### src/rtl/riscy_btb.sv
// riscy_btb: 2-way set-associative branch target buffer for the fetch stage.
//
// Supplies the target PC of a predicted-taken branch/jal in IF so fetch can
// redirect early. Entries are allocated or refreshed from resolved taken
// branches and jals in EX. One LRU bit per set names the victim way.
//
// Ports:
//   clk, rst_n              clock, asynchronous active-low reset
//   if_valid, if_PC         fetch lookup request
//   if_hit, if_target       combinational lookup result (target is 0 on miss)
//   ex_valid, ex_PC, ex_IR  resolved instruction in EX
//   ex_taken, ex_target     branch outcome and resolved target
//   clear                   synchronous invalidate-all
//   lookup_cnt, hit_cnt     saturating performance counters
module riscy_btb #(
  parameter int unsigned SETS = 16
) (
  input  logic        clk,
  input  logic        rst_n,
  input  logic        if_valid,
  input  logic [31:0] if_PC,
  output logic        if_hit,
  output logic [31:0] if_target,
  input  logic        ex_valid,
  input  logic [31:0] ex_PC,
  input  logic [31:0] ex_IR,
  input  logic        ex_taken,
  input  logic [31:0] ex_target,
  input  logic        clear,
  output logic [31:0] lookup_cnt,
  output logic [31:0] hit_cnt
);

  localparam int unsigned IDX  = $clog2(SETS);
  localparam int unsigned TAGW = 30 - IDX;

  localparam logic [6:0] OP_JAL = 7'b1101111;
  localparam logic [6:0] OP_BR  = 7'b1100011;

  // Per-way valid bits and per-set victim pointer.
  logic [1:0][SETS-1:0] valid_q, valid_d;
  logic [SETS-1:0]      lru_q, lru_d;

  // Tag and target storage, indexed [way][set].
  logic [TAGW-1:0] tag_q [2][SETS];
  logic [31:0]     tgt_q [2][SETS];

  logic [31:0] lookup_cnt_q, lookup_cnt_d;
  logic [31:0] hit_cnt_q, hit_cnt_d;

  logic [IDX-1:0]  if_idx, ex_idx;
  logic [TAGW-1:0] if_tag, ex_tag;
  logic [1:0]      if_match, ex_match;
  logic            upd;
  logic            wsel;

  assign if_idx = if_PC[IDX+1:2];
  assign if_tag = if_PC[31:IDX+2];
  assign ex_idx = ex_PC[IDX+1:2];
  assign ex_tag = ex_PC[31:IDX+2];

  // Instruction-alignment bits and non-opcode fields carry no information here.
  logic unused_bits;
  assign unused_bits = ^{if_PC[1:0], ex_PC[1:0], ex_IR[31:7]};

  // Lookup reads registered state only, so a same-cycle update is not visible.
  always_comb begin
    // NOTE: every combinational output gets a default first so no path can
    // leave it unassigned and infer a latch.
    if_match    = '0;
    if_target   = '0;
    if_match[0] = valid_q[0][if_idx] && (tag_q[0][if_idx] == if_tag);
    if_match[1] = valid_q[1][if_idx] && (tag_q[1][if_idx] == if_tag);
    if_hit      = |if_match;
    if (if_match[0])      if_target = tgt_q[0][if_idx];
    else if (if_match[1]) if_target = tgt_q[1][if_idx];
  end

  // Update qualification and way selection: refresh a matching way first,
  // then fill the lowest invalid way, and only then evict the LRU victim.
  always_comb begin
    ex_match    = '0;
    ex_match[0] = valid_q[0][ex_idx] && (tag_q[0][ex_idx] == ex_tag);
    ex_match[1] = valid_q[1][ex_idx] && (tag_q[1][ex_idx] == ex_tag);
    upd = ex_valid && !clear &&
          ((ex_IR[6:0] == OP_JAL) || ((ex_IR[6:0] == OP_BR) && ex_taken));
    if (ex_match[0])              wsel = 1'b0;
    else if (ex_match[1])         wsel = 1'b1;
    else if (!valid_q[0][ex_idx]) wsel = 1'b0;
    else if (!valid_q[1][ex_idx]) wsel = 1'b1;
    else                          wsel = lru_q[ex_idx];
  end

  always_comb begin
    valid_d = valid_q;
    lru_d   = lru_q;
    if (clear) begin
      valid_d = '0;
      lru_d   = '0;
    end else if (upd) begin
      valid_d[wsel][ex_idx] = 1'b1;
      lru_d[ex_idx]         = ~wsel;
    end
  end

  // Counters saturate at all-ones instead of wrapping.
  always_comb begin
    lookup_cnt_d = lookup_cnt_q;
    hit_cnt_d    = hit_cnt_q;
    if (if_valid && (lookup_cnt_q != '1))
      lookup_cnt_d = lookup_cnt_q + 32'd1;
    if (if_valid && if_hit && (hit_cnt_q != '1))
      hit_cnt_d = hit_cnt_q + 32'd1;
  end

  // NOTE: sequential state uses non-blocking assignments so every register
  // samples pre-edge values regardless of process evaluation order.
  always_ff @(posedge clk or negedge rst_n) begin
    if (!rst_n) begin
      valid_q      <= '0;
      lru_q        <= '0;
      lookup_cnt_q <= '0;
      hit_cnt_q    <= '0;
    end else begin
      valid_q      <= valid_d;
      lru_q        <= lru_d;
      lookup_cnt_q <= lookup_cnt_d;
      hit_cnt_q    <= hit_cnt_d;
    end
  end

  // NOTE: tag/target arrays are deliberately left out of reset; the valid
  // bits gate every use, so resetting the storage would only cost hardware.
  always_ff @(posedge clk) begin
    if (upd) begin
      tag_q[wsel][ex_idx] <= ex_tag;
      tgt_q[wsel][ex_idx] <= ex_target;
    end
  end

  assign lookup_cnt = lookup_cnt_q;
  assign hit_cnt    = hit_cnt_q;

endmodule

### config.mk
export PLATFORM = sky130hd
export DESIGN_NAME = riscy_btb
export DESIGN_NICKNAME = d
export VERILOG_FILES = /design/src/rtl/riscy_btb.sv
export SDC_FILE = /design/constraint.sdc
export NUM_CORES = 2
export LEC_CHECK = 0
export BUFFER_PORTS_ARGS = -buffer_cell sky130_fd_sc_hd__buf_2
export CAP_MARGIN = 20
export CORE_ASPECT_RATIO = 2
export CORE_MARGIN = 4
export CORE_UTILIZATION = 30
export CTS_BUF_LIST = sky130_fd_sc_hd__clkbuf_16
export CTS_CLUSTER_SIZE = 40
export DETAILED_ROUTE_END_ITERATION = 7
export PLACE_DENSITY_LB_ADDON = 0.15
export SLEW_MARGIN = 20
export SYNTH_ARGS = -nofsm -noshare
export SYNTH_HDL_FRONTEND = slang
export SYNTH_SLANG_ARGS = --single-unit
### constraint.sdc
create_clock -name clk -period 6.5 [get_ports clk]
set_input_delay 0.325 -clock clk [delete_from_list [all_inputs] [get_ports clk]]
set_output_delay 0.325 -clock clk [all_outputs]
set_load 0.01 [all_outputs]
==> flow_metrics.env <==
export IMPL_synth_cell_types=61
export IMPL_arrival_ns=5.82
export IMPL_p_switching_mw=6.04
export IMPL_dieArea_um2=287000
export IMPL_gr_total_overflow=0
export IMPL_cts_root_buf="clkbuf_16"
export IMPL_slowest_delay_ns=0.76
export IMPL_gp_congestion=0.814
export IMPL_ys_warn_count=0
export IMPL_p_sw_share_pct=22.7
export IMPL_cts_resized_gates=0
export IMPL_slowest_stage="buf_4"
export IMPL_hp_start="ex_PC[30]"
export IMPL_synth_seq_cells=1968
export IMPL_antenna_found_initial=18
export IMPL_syn_area_per_cell_um2=21.8
export IMPL_grt_pass1_wl_um=382000
export IMPL_synth_top_cell_area_share_pct=66.8
export IMPL_fmaxAchievable_mhz=186
export IMPL_synth_most_common_cell="edfxtp_1"
export IMPL_ys_seq_area_share_pct=70.1
export IMPL_finalSetupTns_ns=0
export IMPL_fin_crit_sh_pct=82.9
export IMPL_synthXorXnorAreaFrac_pct=1.87
export IMPL_floorplan_initialDensity_pct=30.2
export IMPL_num_rows=273
export IMPL_design_area_um2=97000
export IMPL_tightest_slew_ns=1.05
export IMPL_dr_wl_met2_um=153000
export IMPL_grt_max_degree=75
export IMPL_final_cell_count_no_fill=8013
export IMPL_hold_path_depth=2
export IMPL_fillers=25700
export IMPL_path_class="flip-flop to flip-flop"
export IMPL_crit_path_start_kind="flip-flop"
export IMPL_layout_nets=4405
export IMPL_io_pins=231
export IMPL_grt_pass1_vias=46700
export IMPL_setup_worst_path_start="tag_q[1][34]$_DFFE_PP_"
export IMPL_ys_top_cells_by_area="edfxtp_1 67%, mux4_2 21%, dfrtp_1 3.4%"
export IMPL_hpwl_um=173000
export IMPL_synth_common_cells="1856 x edfxtp_1, 773 x mux4_2, 141 x xnor2_1"
export IMPL_synth_top_area_cell="edfxtp_1"
export IMPL_first_pass_iters=5
export IMPL_dr_wl_met3_um=9080
export IMPL_drt_initial_drc_count=2847
export IMPL_hold_slack_ns=0.0642
export IMPL_portBuffers=201
export IMPL_intPower_mw=20.6
export IMPL_hp_class="primary input to flip-flop"
export IMPL_combinationalPowerShare_pct=6.7
export IMPL_power_leakage_nw=31.3
export IMPL_place_area_um2=90400
export IMPL_post_place_cells=7596
export IMPL_cts_sinks=1968
export IMPL_clk_pin_slew_worst_paths_ns=0.07
export IMPL_drtAntennaViolNets=0
export IMPL_timing_rr_end="tgt_q[1][508]$_DFFE_PP_"
export IMPL_crit_fanout=29
export IMPL_synth_edf_count=1856
export IMPL_post_cts_setup_buffers=0
export IMPL_worstPathRequired_ns=6.94
export IMPL_critical_path_cell_chain="mux4_2, a22o_1, a221oi_1, xor2_1, nand4_1, buf_4, or4_1, o21ai_2, nand2_2, buf_4, nor2_4, buf_4"
export IMPL_synth_top_family_by_area="multiplexers"
export IMPL_rrSetupSlack_ns=1.11
export IMPL_synthAdderAreaFrac_pct=0.0300
export IMPL_via_count=42600
export IMPL_cts_tree="built"
export IMPL_clkPwrFrac_pct=41.2
export IMPL_ir_drop_mv=0.186
export IMPL_vias_per_cell=5.32
export IMPL_p_seq_share_pct=52.1
export IMPL_reg2reg_from="tag_q[1][34]$_DFFE_PP_"
export IMPL_p_per_area_nw_per_um2=275
export IMPL_syn_num_nets=3973
export IMPL_fin_crit_ns=5.39
export IMPL_setup_viol=0
export IMPL_clock_latency_ns=0.89
export IMPL_path_common_cell="buf_4"
export IMPL_synth_area_um2=83500
export IMPL_relSlewSlack_pct=27.8
export IMPL_top_layer_used="met4"
export IMPL_ctsHtreeMaxLevel=4
export IMPL_outcome="complete, no violations"
export IMPL_synth_simple_area_share_pct=2.02
export IMPL_synthCells=3837
export IMPL_multi_input_area_um2=24000
export IMPL_wl_met1_um=100000
export IMPL_whs_endpoint="tag_q[1][102]$_DFFE_PP_"
export IMPL_rsz0062_at_grt="false"
export IMPL_drive_above_1_share_pct=35.1
export IMPL_end_kind="flip-flop"
export IMPL_ys_flop_type="edfxtp_1"
export IMPL_max_cap_violations=0
export IMPL_routedWlPerCell_um=34.5
export IMPL_synthArstFlopShare_pct=5.69
export IMPL_fp_dieH_um=754
export IMPL_synthMuxAreaShare_pct=22.7
export IMPL_postCtsHoldBufs=53
export IMPL_wirelength_um=276000
export IMPL_drc=0
export IMPL_syn_to_final_growth_pct=16.2
export IMPL_cts_buffers=193
export IMPL_finalMaxSlewViolations=0
export IMPL_regArea_um2=58500
export IMPL_core_area_um2=277000
export IMPL_grt_usage_pct=18.9
export IMPL_reg2regPathDepth=12
export IMPL_synth_compound_area_share_pct=1.75
export IMPL_finClkSkew_ns=0.0786
export IMPL_clock_path_buffers=4
export IMPL_finalHoldViolations=0
export IMPL_fp_dieW_um=381
-- flip-flops by register name (all words and copies together) (netlist names) --
| register | cells |
|---|---|
| tgt_q | 1024 |
| tag_q | 832 |
| lookup_cnt | 32 |
| hit_cnt | 32 |
| lru_q | 16 |
| valid_q | 32 |
-- cells by family (layout without fill, tap and decap cells) --
family          count (synthesis)  count (layout)
compound gates                192             192
xor+xnor                      178             178
fa+ha+maj                       2               2
buf+inv                       257             841
flops                        1968            1968
mux                           922             922
other cells                     0              17
simple gates                  318             318
-- worst max path at each step --
| stage | cells after the start | end | slack [ns] |
|---|---|---|---|
| after detailed placement | 13 | tag_q[1][408]$_DFFE_PP_ | 0.45 |
| after global routing | 12 | tgt_q[1][503]$_DFFE_PP_ | 1.05 |
| after floorplan | 13 | tag_q[0][26]$_DFFE_PP_ | 0.1 |
| after CTS | 12 | tgt_q[1][503]$_DFFE_PP_ | 1.06 |
| after global placement | 13 | tag_q[1][408]$_DFFE_PP_ | 0.42 |
| final | 12 | tgt_q[1][508]$_DFFE_PP_ | 1.11 |
-- power groups by stage --
stage / combinational (mW) / clock [mW] / sequential (mW)
floorplan: 0.983 / 0 / 14.2
global placement: 1.78 / 0 / 14.2
detailed placement: 1.79 / 0 / 14.2
CTS: 1.83 / 11.3 / 13.9
global route: 1.88 / 11.8 / 13.9
finish: 1.77 / 11.0 / 13.9
-- final cells by class --
cell class,count,share of cell area [%]
sequential,1968,60.3
tap,3575,4.61
antenna,17,0.0439
multi-input combinational,1612,24.7
clock buffer,197,5.08
clock inverter,150,1.09
timing repair buffer,468,3.99
inverter,26,0.108
-- placed cells by master, fill, tap and decap left out, drive strengths merged, types with 17 or more instances in the layout --
cell	synthesis	final
a21o	17	17
a21oi	23	23
a221oi	31	31
a22o	27	27
and3	25	25
buf	139	415
clkbuf	92	197
clkinv	1	86
dfrtp	112	112
diode	0	17
dlygate4sd3	0	53
edfxtp	1856	1856
inv	25	72
mux2	48	48
mux2i	101	101
mux4	773	773
nand2	65	65
nand3	38	38
nand4	29	29
nor2	47	47
nor2b	46	46
nor3	24	24
xnor2	141	141
xor2	37	37
-- per-layer routing --
| metal | global-route usage, % | up-vias |
|---|---|---|
| met2 | 36.3 | 1080 |
| met3 | 2.00 | 433 |
| met1 | 21.1 | 23800 |
| li1 | - | 17300 |
| met5 | 0 | - |
| met4 | 8.17 | 0 |
-- worst max-delay path: cells and delay by family (launching register included) --
family | cells | cell delay [ns]
simple gates | 4 | 1.61
buf+inv | 3 | 1.23
compound gates | 3 | 0.82
mux | 1 | 0.48
flops | 1 | 0.40
xor+xnor | 1 | 0.39
-- through the flow --
stage	utilization (%)	setup WS, ns	total power [mW]
finish	35.1	1.11	26.7
global route	35.1	1.05	27.6
CTS	35.0	1.06	27.1
detailed placement	32.7	0.445	16.0
global placement	32.7	0.416	16.0
floorplan	-	0.0978	15.2
No activity file was read; power rests on OpenSTA's default activity.
